--- src/rtl/l2_bank_pkg.sv ---
// L2 bank controller shared types: response tag, window map mode
// and the address decode helper.
package l2_bank_pkg;

  typedef enum logic [1:0] {
    INTERL,
    NONINTERL,
    MISS
  } map_mode_e;

  localparam int unsigned TagBankW = 8;

  typedef struct packed {
    logic                valid;
    logic [TagBankW-1:0] bank;
    logic                miss;
    logic                write;
  } resp_tag_t;

  typedef struct packed {
    map_mode_e   mode;
    logic [31:0] bank;
    logic [31:0] row;
  } dec_t;

  // Both windows span the whole memory; interleaved puts the
  // bank in the low word-index bits, contiguous in the high ones.
  function automatic dec_t l2_decode(
    input logic [63:0] addr,
    input logic [63:0] ibase,
    input logic [63:0] nbase,
    input int unsigned off_w,
    input int unsigned bank_w,
    input int unsigned row_w
  );
    logic [63:0] span;
    logic [63:0] w;
    dec_t        d;
    span   = 64'd1 << (off_w + bank_w + row_w);
    w      = '0;
    d.mode = MISS;
    d.bank = '0;
    d.row  = '0;
    if (addr >= ibase && (addr - ibase) < span) begin
      w      = (addr - ibase) >> off_w;
      d.mode = INTERL;
      d.bank = 32'(w & ((64'd1 << bank_w) - 64'd1));
      d.row  = 32'(w >> bank_w);
    end else if (addr >= nbase && (addr - nbase) < span) begin
      w      = (addr - nbase) >> off_w;
      d.mode = NONINTERL;
      d.bank = 32'(w >> row_w);
      d.row  = 32'(w & ((64'd1 << row_w) - 64'd1));
    end
    return d;
  endfunction

endpackage

--- src/rtl/l2_bank_rr_arb.sv ---
// Per-bank round-robin arbiter with its own pointer register.
// Ports: clk_i, rst_i, req_i[NumPort] in; gnt_o[NumPort] one-hot out.
module l2_bank_rr_arb
  import l2_bank_pkg::*;
#(
  parameter int unsigned NumPort = 2
) (
  input  logic               clk_i,
  input  logic               rst_i,
  input  logic [NumPort-1:0] req_i,
  output logic [NumPort-1:0] gnt_o
);

  localparam int unsigned PtrW =
    (NumPort > 1) ? $clog2(NumPort) : 1;

  logic [PtrW-1:0] ptr_q, ptr_d;
  int unsigned     idx, win;
  logic            found;

  always_comb begin
    gnt_o = '0;
    found = 1'b0;
    win   = 0;
    idx   = 0;
    for (int unsigned k = 0; k < NumPort; k++) begin
      idx = (32'(ptr_q) + k) % NumPort;
      if (!found && req_i[idx]) begin
        found      = 1'b1;
        gnt_o[idx] = 1'b1;
        win        = idx;
      end
    end
    ptr_d = found ? PtrW'((win + 1) % NumPort) : ptr_q;
  end

  always_ff @(posedge clk_i) begin
    if (rst_i) ptr_q <= '0;
    else       ptr_q <= ptr_d;
  end

endmodule

--- src/rtl/l2_bank_ctrl.sv ---
// Multi-port multi-bank L2 SRAM controller: dual-window decode,
// per-bank RR arbitration, fixed 1-cycle response.
// Ports: req/gnt/addr/we/be/wdata per port in, rvalid/rdata/err out;
// bank_req/we/be/addr/wdata out, bank_rdata/bank_ecc_err in.
// Option L2_BANK_SCRUB_EN adds a background scrubber and
// scrub_err_cnt_o (param ScrubPeriod).
module l2_bank_ctrl
  import l2_bank_pkg::*;
#(
  parameter int unsigned NumPort   = 2,
  parameter int unsigned NumBanks  = 4,
  parameter int unsigned BankWords = 4096,
  parameter int unsigned AddrWidth = 48,
  parameter int unsigned DataWidth = 64,
  parameter logic [AddrWidth-1:0] InterlBase    = 48'h7800_0000,
  parameter logic [AddrWidth-1:0] NonInterlBase = 48'h7802_0000,
`ifdef L2_BANK_SCRUB_EN
  parameter int unsigned ScrubPeriod = 1024,
`endif
  parameter int unsigned RowWidth  = $clog2(BankWords)
) (
  input  logic                           clk_i,
  input  logic                           rst_i,
  input  logic [NumPort-1:0]             req_i,
  output logic [NumPort-1:0]             gnt_o,
  input  logic [NumPort*AddrWidth-1:0]   addr_i,
  input  logic [NumPort-1:0]             we_i,
  input  logic [NumPort*DataWidth/8-1:0] be_i,
  input  logic [NumPort*DataWidth-1:0]   wdata_i,
  output logic [NumPort-1:0]             rvalid_o,
  output logic [NumPort*DataWidth-1:0]   rdata_o,
  output logic [NumPort-1:0]             err_o,
  output logic [NumBanks-1:0]            bank_req_o,
  output logic [NumBanks-1:0]            bank_we_o,
  output logic [NumBanks*DataWidth/8-1:0] bank_be_o,
  output logic [NumBanks*RowWidth-1:0]   bank_addr_o,
  output logic [NumBanks*DataWidth-1:0]  bank_wdata_o,
  input  logic [NumBanks*DataWidth-1:0]  bank_rdata_i,
  input  logic [NumBanks-1:0]            bank_ecc_err_i
`ifdef L2_BANK_SCRUB_EN
  ,
  output logic [15:0]                    scrub_err_cnt_o
`endif
);

  localparam int unsigned Bw       = DataWidth / 8;
  localparam int unsigned OffW     = $clog2(Bw);
  localparam int unsigned BankBits = $clog2(NumBanks);
  localparam int unsigned BankW    = (BankBits > 0) ? BankBits : 1;

  logic [BankW-1:0]    pbank [NumPort];
  logic [RowWidth-1:0] prow  [NumPort];
  logic [NumPort-1:0]  pmiss;
  logic [NumPort-1:0]  phit;
  logic [NumPort-1:0]  breq  [NumBanks];
  logic [NumPort-1:0]  bgnt  [NumBanks];
  resp_tag_t           tag_q [NumPort];
  resp_tag_t           tag_d [NumPort];
  logic [63:0]         a64;
  dec_t                dec;

  always_comb begin
    a64 = '0;
    dec = '0;
    for (int p = 0; p < NumPort; p++) begin
      a64 = '0;
      a64[AddrWidth-1:0] = addr_i[p*AddrWidth +: AddrWidth];
      dec = l2_decode(a64, 64'(InterlBase), 64'(NonInterlBase),
                      OffW, BankBits, RowWidth);
      pbank[p] = dec.bank[BankW-1:0];
      prow[p]  = dec.row[RowWidth-1:0];
      pmiss[p] = (dec.mode == MISS);
    end
  end

  always_comb begin
    for (int b = 0; b < NumBanks; b++)
      for (int p = 0; p < NumPort; p++)
        breq[b][p] = req_i[p] & ~pmiss[p] &
                     (32'(pbank[p]) == b);
  end

  for (genvar b = 0; b < NumBanks; b++) begin : g_arb
    l2_bank_rr_arb #(.NumPort(NumPort)) u_arb (
      .clk_i (clk_i),
      .rst_i (rst_i),
      .req_i (breq[b]),
      .gnt_o (bgnt[b])
    );
  end

  // Misses never touch a bank, so they are granted unconditionally.
  always_comb begin
    phit = '0;
    for (int p = 0; p < NumPort; p++) begin
      for (int b = 0; b < NumBanks; b++)
        phit[p] = phit[p] | bgnt[b][p];
      gnt_o[p] = ~rst_i & req_i[p] & (pmiss[p] | phit[p]);
    end
  end

`ifdef L2_BANK_SCRUB_EN
  localparam int unsigned PerW =
    (ScrubPeriod > 1) ? $clog2(ScrubPeriod) : 1;

  logic [PerW-1:0]     per_q, per_d;
  logic                pend_q, pend_d;
  logic [BankW-1:0]    sbank_q, sbank_d;
  logic [RowWidth-1:0] srow_q, srow_d;
  logic                chk_q, chk_d;
  logic [BankW-1:0]    cbank_q, cbank_d;
  logic [15:0]         cnt_q, cnt_d;
  logic                scrub_fire;

  // The scrubber only steals idle bank cycles; arbiters never see it.
  always_comb begin
    scrub_fire = pend_q & ~rst_i & ~(|breq[sbank_q]);
    per_d   = (per_q == PerW'(ScrubPeriod - 1)) ? '0 : per_q + 1'b1;
    pend_d  = pend_q;
    sbank_d = sbank_q;
    srow_d  = srow_q;
    if (scrub_fire) begin
      pend_d = 1'b0;
      if (sbank_q == BankW'(NumBanks - 1)) begin
        sbank_d = '0;
        srow_d  = srow_q + 1'b1;
      end else begin
        sbank_d = sbank_q + 1'b1;
      end
    end
    if (per_q == PerW'(ScrubPeriod - 1)) pend_d = 1'b1;
    chk_d   = scrub_fire;
    cbank_d = sbank_q;
    cnt_d   = cnt_q;
    if (chk_q && bank_ecc_err_i[cbank_q] && cnt_q != 16'hFFFF)
      cnt_d = cnt_q + 16'd1;
  end

  always_ff @(posedge clk_i) begin
    if (rst_i) begin
      per_q   <= '0;
      pend_q  <= 1'b0;
      sbank_q <= '0;
      srow_q  <= '0;
      chk_q   <= 1'b0;
      cbank_q <= '0;
      cnt_q   <= '0;
    end else begin
      per_q   <= per_d;
      pend_q  <= pend_d;
      sbank_q <= sbank_d;
      srow_q  <= srow_d;
      chk_q   <= chk_d;
      cbank_q <= cbank_d;
      cnt_q   <= cnt_d;
    end
  end

  assign scrub_err_cnt_o = cnt_q;
`endif

  always_comb begin
    bank_req_o   = '0;
    bank_we_o    = '0;
    bank_be_o    = '0;
    bank_addr_o  = '0;
    bank_wdata_o = '0;
    for (int b = 0; b < NumBanks; b++) begin
      for (int p = 0; p < NumPort; p++) begin
        if (bgnt[b][p] && !rst_i) begin
          bank_req_o[b] = 1'b1;
          bank_we_o[b]  = we_i[p];
          bank_be_o[b*Bw +: Bw] = be_i[p*Bw +: Bw];
          bank_addr_o[b*RowWidth +: RowWidth] = prow[p];
          bank_wdata_o[b*DataWidth +: DataWidth] =
            wdata_i[p*DataWidth +: DataWidth];
        end
      end
`ifdef L2_BANK_SCRUB_EN
      if (scrub_fire && 32'(sbank_q) == b) begin
        bank_req_o[b] = 1'b1;
        bank_be_o[b*Bw +: Bw] = '1;
        bank_addr_o[b*RowWidth +: RowWidth] = srow_q;
      end
`endif
    end
  end

  always_comb begin
    for (int p = 0; p < NumPort; p++)
      tag_d[p] = '{valid: gnt_o[p],
                   bank:  TagBankW'(pbank[p]),
                   miss:  pmiss[p],
                   write: we_i[p]};
  end

  always_ff @(posedge clk_i) begin
    for (int p = 0; p < NumPort; p++) begin
      if (rst_i) tag_q[p] <= '0;
      else       tag_q[p] <= tag_d[p];
    end
  end

  // Gating with rst_i drops a response whose grant preceded reset.
  always_comb begin
    rvalid_o = '0;
    rdata_o  = '0;
    err_o    = '0;
    for (int p = 0; p < NumPort; p++) begin
      rvalid_o[p] = tag_q[p].valid & ~rst_i;
      if (rvalid_o[p]) begin
        if (tag_q[p].miss) begin
          err_o[p] = 1'b1;
        end else if (!tag_q[p].write) begin
          rdata_o[p*DataWidth +: DataWidth] =
            bank_rdata_i[32'(tag_q[p].bank)*DataWidth +: DataWidth];
          err_o[p] = bank_ecc_err_i[tag_q[p].bank];
        end
      end
    end
  end

endmodule

--- config.mk ---
export PLATFORM = sky130hd
export DESIGN_NAME = l2_bank_ctrl
export DESIGN_NICKNAME = d
export VERILOG_FILES = /design/src/rtl/l2_bank_pkg.sv /design/src/rtl/l2_bank_rr_arb.sv /design/src/rtl/l2_bank_ctrl.sv
export SDC_FILE = /design/constraint.sdc
export NUM_CORES = 1
export LEC_CHECK = 0
export CAP_MARGIN = 20
export CELL_PAD_IN_SITES_DETAIL_PLACEMENT = 2
export CELL_PAD_IN_SITES_GLOBAL_PLACEMENT = 2
export CORE_AREA = 3 3 380 382
export CTS_BUF_LIST = sky130_fd_sc_hd__clkbuf_8
export DETAILED_ROUTE_END_ITERATION = 6
export DIE_AREA = 0 0 383 385
export HOLD_SLACK_MARGIN = 0.03
export PLACE_DENSITY_LB_ADDON = 0.15
export SLEW_MARGIN = 20
export SYNTH_ARGS = -nofsm -noshare
export SYNTH_HDL_FRONTEND = slang
export SYNTH_SLANG_ARGS = --single-unit
export TNS_END_PERCENT = 10
--- constraint.sdc ---
create_clock -name clk_i -period 7.8 [get_ports clk_i]
set_clock_uncertainty 0.2 [all_clocks]
set_input_delay 2.34 -clock clk_i [delete_from_list [all_inputs] [get_ports clk_i]]
set_output_delay 2.34 -clock clk_i [all_outputs]
set_load 0.02 [all_outputs]
Word level (Yosys, flattened, before mapping) --
Memories as Yosys holds them, arrays and structs flattened. Index checks and enable logic that the tools add are counted.
Word-level totals: RAM bits 10, input bits 506, logic and storage cells 238, output and inout port bits 478, memories kept 1, flip-flop bits (word level) 4
Memory list:
- tag_q | depth 2, bits a word 5, read ports 2, clocked after memory_dff 0, wr ports 2, line l2_bank_ctrl.sv:57 | resp_tag_t tag_q [NumPort];
Operators by class: bitwise operators 33, shift-type cells 2, reduce and logical (&&, ||, !) cells 31, order comparisons 26, add/sub/neg operators 12, mux-type cells 121, equal/unequal tests 8
Operators by type and width (number):
- $mux W64 | 14
- $shiftx A256 B15 Y64 | 2
- $mux W66 | 4
- $lt A64 B18 Y1 const B | 4
- $sub A48 B31 Y49 const B | 4
- $ge A48 B31 Y1 const B | 4
- $mux W12 | 8
- $mux W1 | 67
- $mux W8 | 8
- $logic_and A1 B1 Y1 | 24
- $and A1 B1 Y1 | 16
- $lt A1 B2 Y1 const B | 8
- $lt A8 B3 Y1 const B | 2
- $mux W2 | 8
- $eq A2 B2 Y1 const B | 6
- $mux W5 | 2
- $or A1 B1 Y1 | 10
- $add A1 B1 Y1 const B | 8
- $demux W1 S1 | 8
- $ge A1 B1 Y1 const B | 8
- $or A2 B2 Y2 | 4
- $logic_not A1 Y1 | 5
- $bmux W1 S2 | 2
- $eq A2 B1 Y1 const B | 2
- other kinds (2) | 5

Depth between registers and ports, before layout --
depth after elaboration 21, gate-level depth with buffers 16, depth with buffers taken out 12

By module --
From an unflattened synthesis, not the netlist that was laid out.
Unflattened totals: cells, all modules 1188, area, all modules 10187.3 um^2
By module, submodules not included:
- l2_bank_ctrl | cells each 1164, times used 1, area each 9987.1 um^2, seq. area each 200.2 um^2
- l2_bank_rr_arb | cells each 6, times used 4, area each 50.0 um^2, seq. area each 20.0 um^2

Worst setup path before layout --
Ideal clock, no wire load.
path type input-to-output, from in addr_i[79], to out bank_addr_o[36], buffers on the path 4, path slack -0.352 ns, required time 5.260 ns, cell stages on the path 14, arrival 5.612 ns, cell sequence clkbuf_1 nor4_4 nand2_1 nor4b_1 xnor2_1 nand4_1 nor4_1 o21ai_2 a311oi_4 and2_1 buf_4 buf_8 buf_6 a22o_1
Between the ends: cells in the longest elaborated chain, start to end 18, elaborated cells on any way between the ends 29, classes of those cells add/sub (2); order compare (4); eq/ne (2); mux (11); bitwise (4); reduce/logical (6)
RTL lines:
- start, declared | line l2_bank_ctrl.sv:26 | input logic [NumPort*AddrWidth-1:0] addr_i,
- $sub A48 B31 Y49
- $lt A64 B18 Y1 | line l2_bank_pkg.sv:49 | end else if (addr >= nbase && (addr - nbase) < span) begin
- $logic_and A1 B1 Y1 | line l2_bank_pkg.sv:49
- $mux W66 | line l2_bank_pkg.sv:49
- $mux W66 (*) | line l2_bank_pkg.sv:44 | if (addr >= ibase && (addr - ibase) < span) begin
- $eq A2 B2 Y1 | line l2_bank_ctrl.sv:72 | pmiss[p] = (dec.mode == MISS);
- $not A1 Y1 | line l2_bank_ctrl.sv:79 | breq[b][p] = req_i[p] & ~pmiss[p] &
- $and A1 B1 Y1 (2 in a row) | line l2_bank_ctrl.sv:79
- $mux W1 (not written as such) (2 in a row) | line l2_bank_rr_arb.sv:28 | if (!found && req_i[idx]) begin
- $mux W1 | line l2_bank_rr_arb.sv:28
- $logic_not A1 Y1 | line l2_bank_rr_arb.sv:28
- $logic_and A1 B1 Y1 | line l2_bank_rr_arb.sv:28
- $mux W2 | line l2_bank_rr_arb.sv:28
- $logic_and A1 B1 Y1 | line l2_bank_ctrl.sv:170 | if (bgnt[b][p] && !rst_i) begin
- $mux W12 | line l2_bank_ctrl.sv:170
- $mux W12 (*) | line l2_bank_ctrl.sv:170
- end, declared | line l2_bank_ctrl.sv:36 | output logic [NumBanks*RowWidth-1:0] bank_addr_o,
Every way passes the cells marked *; elsewhere a longest branch is shown, timed or not. The select of a mux whose other input is x is not followed.

Worst setup path after layout --
from in addr_i[82], to out bank_wdata_o[2]
Between the ends: cells in the longest elaborated chain, start to end 18, elaborated cells on any way between the ends 29, classes of those cells add/sub (2); order compare (4); eq/ne (1); mux (11); bitwise (4); reduce/logical (7)
RTL lines:
- $sub A48 B31 Y49
- $lt A64 B18 Y1 | line l2_bank_pkg.sv:49
- $logic_and A1 B1 Y1 | line l2_bank_pkg.sv:49
- $mux W66 | line l2_bank_pkg.sv:49
- $mux W66 (*) | line l2_bank_pkg.sv:44
- $eq A2 B2 Y1 | line l2_bank_ctrl.sv:72
- $not A1 Y1 | line l2_bank_ctrl.sv:79
- $and A1 B1 Y1 | line l2_bank_ctrl.sv:79
- $and A1 B1 Y1 (*) | line l2_bank_ctrl.sv:79
- $mux W1 (not written as such) (2 in a row) | line l2_bank_rr_arb.sv:28
- $mux W1 | line l2_bank_rr_arb.sv:28
- $logic_not A1 Y1 | line l2_bank_rr_arb.sv:28
- $logic_and A1 B1 Y1 | line l2_bank_rr_arb.sv:28
- $mux W2 (*) | line l2_bank_rr_arb.sv:28
- $logic_and A1 B1 Y1 | line l2_bank_ctrl.sv:170
- $mux W64 | line l2_bank_ctrl.sv:170
- $mux W64 (*) | line l2_bank_ctrl.sv:170
- end, declared | line l2_bank_ctrl.sv:37 | output logic [NumBanks*DataWidth-1:0] bank_wdata_o,
Marks and branches as above.

==> results.tsv <==
metric	value	unit
global placer's final weighted congestion	0.911	
Worst-Skew Late Latency	250	ps
EDFF count, synth	0	
Die Ht	385	um
Design Area, Final	28900	um2
total CTS buffers	3	
post-synth top area cell	a22o_1	
max-slew headroom at the worst pin	0.402	
Max Slew Vio Count	0	
Post-Syn Instances	1145	
fmax	115	MHz
Reg2Reg Depth	7	
hold path depth	2	
1st-iter DRT viols	771	
hpwl dp	103000	um
vias in the first global route	19093	
crit end category	primary output	
WL final	124000	um
Synth Register Bits	14	
asr flop ratio synth	0	
GRT Total Usage	0.158	
fin util	0.204	
Hold Crit Class	reg2reg	
first-pass GRT wire length	166000	um
floorplan core area	141000	um2
endpoints failing setup	346	
clk slew on worst S/H paths	70	ps
Hold WS	310	ps
Setup Crit Path Kind	in2out	
Slew @ Worst Pin	898	ps
register area share after synthesis	0.0271	
syn nets	1656	
Die ar.	147000	um2
Final Hold Fails	0	
area share of the largest cell type after synthesis	0.305	
Syn Std Cell Area	10300	um2
number of max-cap violations	0	
layout cells sized above 1	0.544	
Cell Pwr Density	27.7	nW/um2
Detailed Routing Iterations Pass 1	4	
Tmin final	8720	ps
critical path peak fanout	15	
area delta synth->final	180	%
Cell Area, Placed	26800	um2
Final nets	2985	
library cells used by synthesis	79	
Port Buffers	980	
hold_buf cts	0	
Required @ worst endpoint	5260	ps
grt ovf	0	
CTS tree	done	
DRC Markers	0	
Starting Density	0.0730	
vias	16978	
die width	383	um
static leakage	11.7	nW
DRT antenna net count	0	
WL/cell	28.4	um
final worst path period share	1.12	
Startpoint Class	input pin	
CTS H-Tree Depth	1	
IO Count	984	
number of antenna violations at the first check in global routing	39	
Final WS setup	-917	ps
crit path DAT	6180	ps
Sink Count	14	
Via-to-Cell Ratio	3.88	
row cnt	138	
syn avg cell area	9.02	um2
failing checks	negative setup slack	
worst slack at placement	-1960	ps
Setup crit start	addr_i[82]	
RSZ-0062 raised after global routing	true	
VDD IR max	0.0000359	V
ys flop type	dfxtp_1	
Root Driver	clkbuf_8	
reg2reg setup slack	5840	ps
Yosys Warn Count	0	
clk buf depth	2	
synth top area cells	a22o_1 31%, mux4_2 28%, nor2b_1 8.1%, dfxtp_1 2.7%, clkbuf_1 2.1%	
pin count of the biggest net entering global routing	35	
status	complete, but fails checks	
==> critical path, cell delays in order <==
cell and delay [ps]:
buf_6 100, or4_4 530, o31a_1 270, a311oi_2 240
nand4_1 200, buf_4 200, nor4_4 320, buf_4 200
nor2b_2 180, a21oi_4 70, nor4_2 310, buf_4 170
nor3_2 50, buf_12 170, buf_12 190, buf_4 170
a22o_1 250, buf_4 170
==> routing by layer <==
layer | up-vias | GRT usage | share of wire
met3 | 115 | 0.0415 | 0.069
met1 | 8663 | 0.181 | 0.39
li1 | 7525 | - | -
met4 | 28 | 0.0340 | 0.023
met2 | 647 | 0.293 | 0.52
met5 | - | 0 | 0.0015
==> synth_stat cells (all sizes together) (3+ instances only) <==
library cell and instances:
a211oi 7, a21oi 24, a22o 360, a311oi 5
a31oi 11, and2 5, and3 5, and4 4
buf 79, clkbuf 58, dfxtp 14, ha 5
inv 24, mux4 130, nand2 27, nand3 20
nand3b 4, nand4 14, nor2 31, nor2b 134
nor3 28, nor3b 4, nor4 25, nor4b 8
o2111ai 5, o21a 4, o21ai 22, o22ai 4
o311ai 3, o31ai 5, o41ai 4, or2 5
or3 13, or3b 3, or4 8, xnor2 10
xor2 6
==> through the flow <==
| stage | cells | TNS, ps | power, mW |
|---|---|---|---|
| 2_1_floorplan | 1145 | -80670 | 0.210 |
| 3_3_place_gp | 4239 | -604420 | 0.695 |
| 3_5_place_dp | 4239 | -592230 | 0.705 |
| 4_1_cts | 4312 | -304440 | 0.800 |
| 5_1_grt | 4368 | -311440 | 0.849 |
| 6_report | 4378 | -253240 | 0.800 |
==> repair_timing <==
item,CTS,global route
buffers inserted,61,57
pin swaps,86,85
cloned,10,1
resized for setup,925,596
endpoints found under the hold margin,0,0
setup endpoints to repair,346,346
==> where the power goes <==
| group | internal [mW] | total, mW | switching [mW] |
|---|---|---|---|
| clock network | 0.0449 | 0.0762 | 0.0313 |
| logic | 0.375 | 0.651 | 0.276 |
| registers | 0.0717 | 0.0730 | 0.00131 |
| total | 0.491 | 0.800 | 0.309 |
==> worst paths after layout <==
path / end
worst min register to register: register
worst min-delay path: register
worst max register to register: tag_q[0][4]
worst max-delay path: bank_wdata_o[2]
==> final cells by class <==
| type | count | area (um2) |
|---|---|---|
| fillers | 15863 | 113000 |
| flip-flops and latches | 14 | 295 |
| repair buffers | 1461 | 14600 |
| diodes | 15 | 37.5 |
| well taps | 1890 | 2360 |
| clock buffers | 4 | 55.1 |
| inverters | 24 | 92.6 |
| multi-input cells | 970 | 11500 |
==> kinds of logic (layout without fill, tap and decap cells) <==
group,after synthesis,count (layout),synth area share
multiplexers,132,132,0.285
XOR/XNOR,16,16,0.0136
AND/OR/NAND/NOR,343,343,0.203
AO/OA/AOI/OAI,474,474,0.386
flip-flops,14,14,0.0271
adder cells (fa/ha/maj),5,5,0.00606
other,0,15,0
buffers and inverters,161,1489,0.0785
==> cells in the final DEF, fill, tap and decap left out, types with 18 or more instances in the layout <==
master,count
buf_6,207
buf_2,31
clkbuf_2,94
a22o_4,173
inv_1,22
buf_4,427
nand2_1,23
nor2_1,22
nor2b_1,132
dlygate4sd2_1,28
mux4_2,130
clkdlybuf4s50_1,517
a22o_1,187
nand3_1,18
buf_12,105
a21oi_1,19
Note: power is estimated with default switching activity, not from simulation.
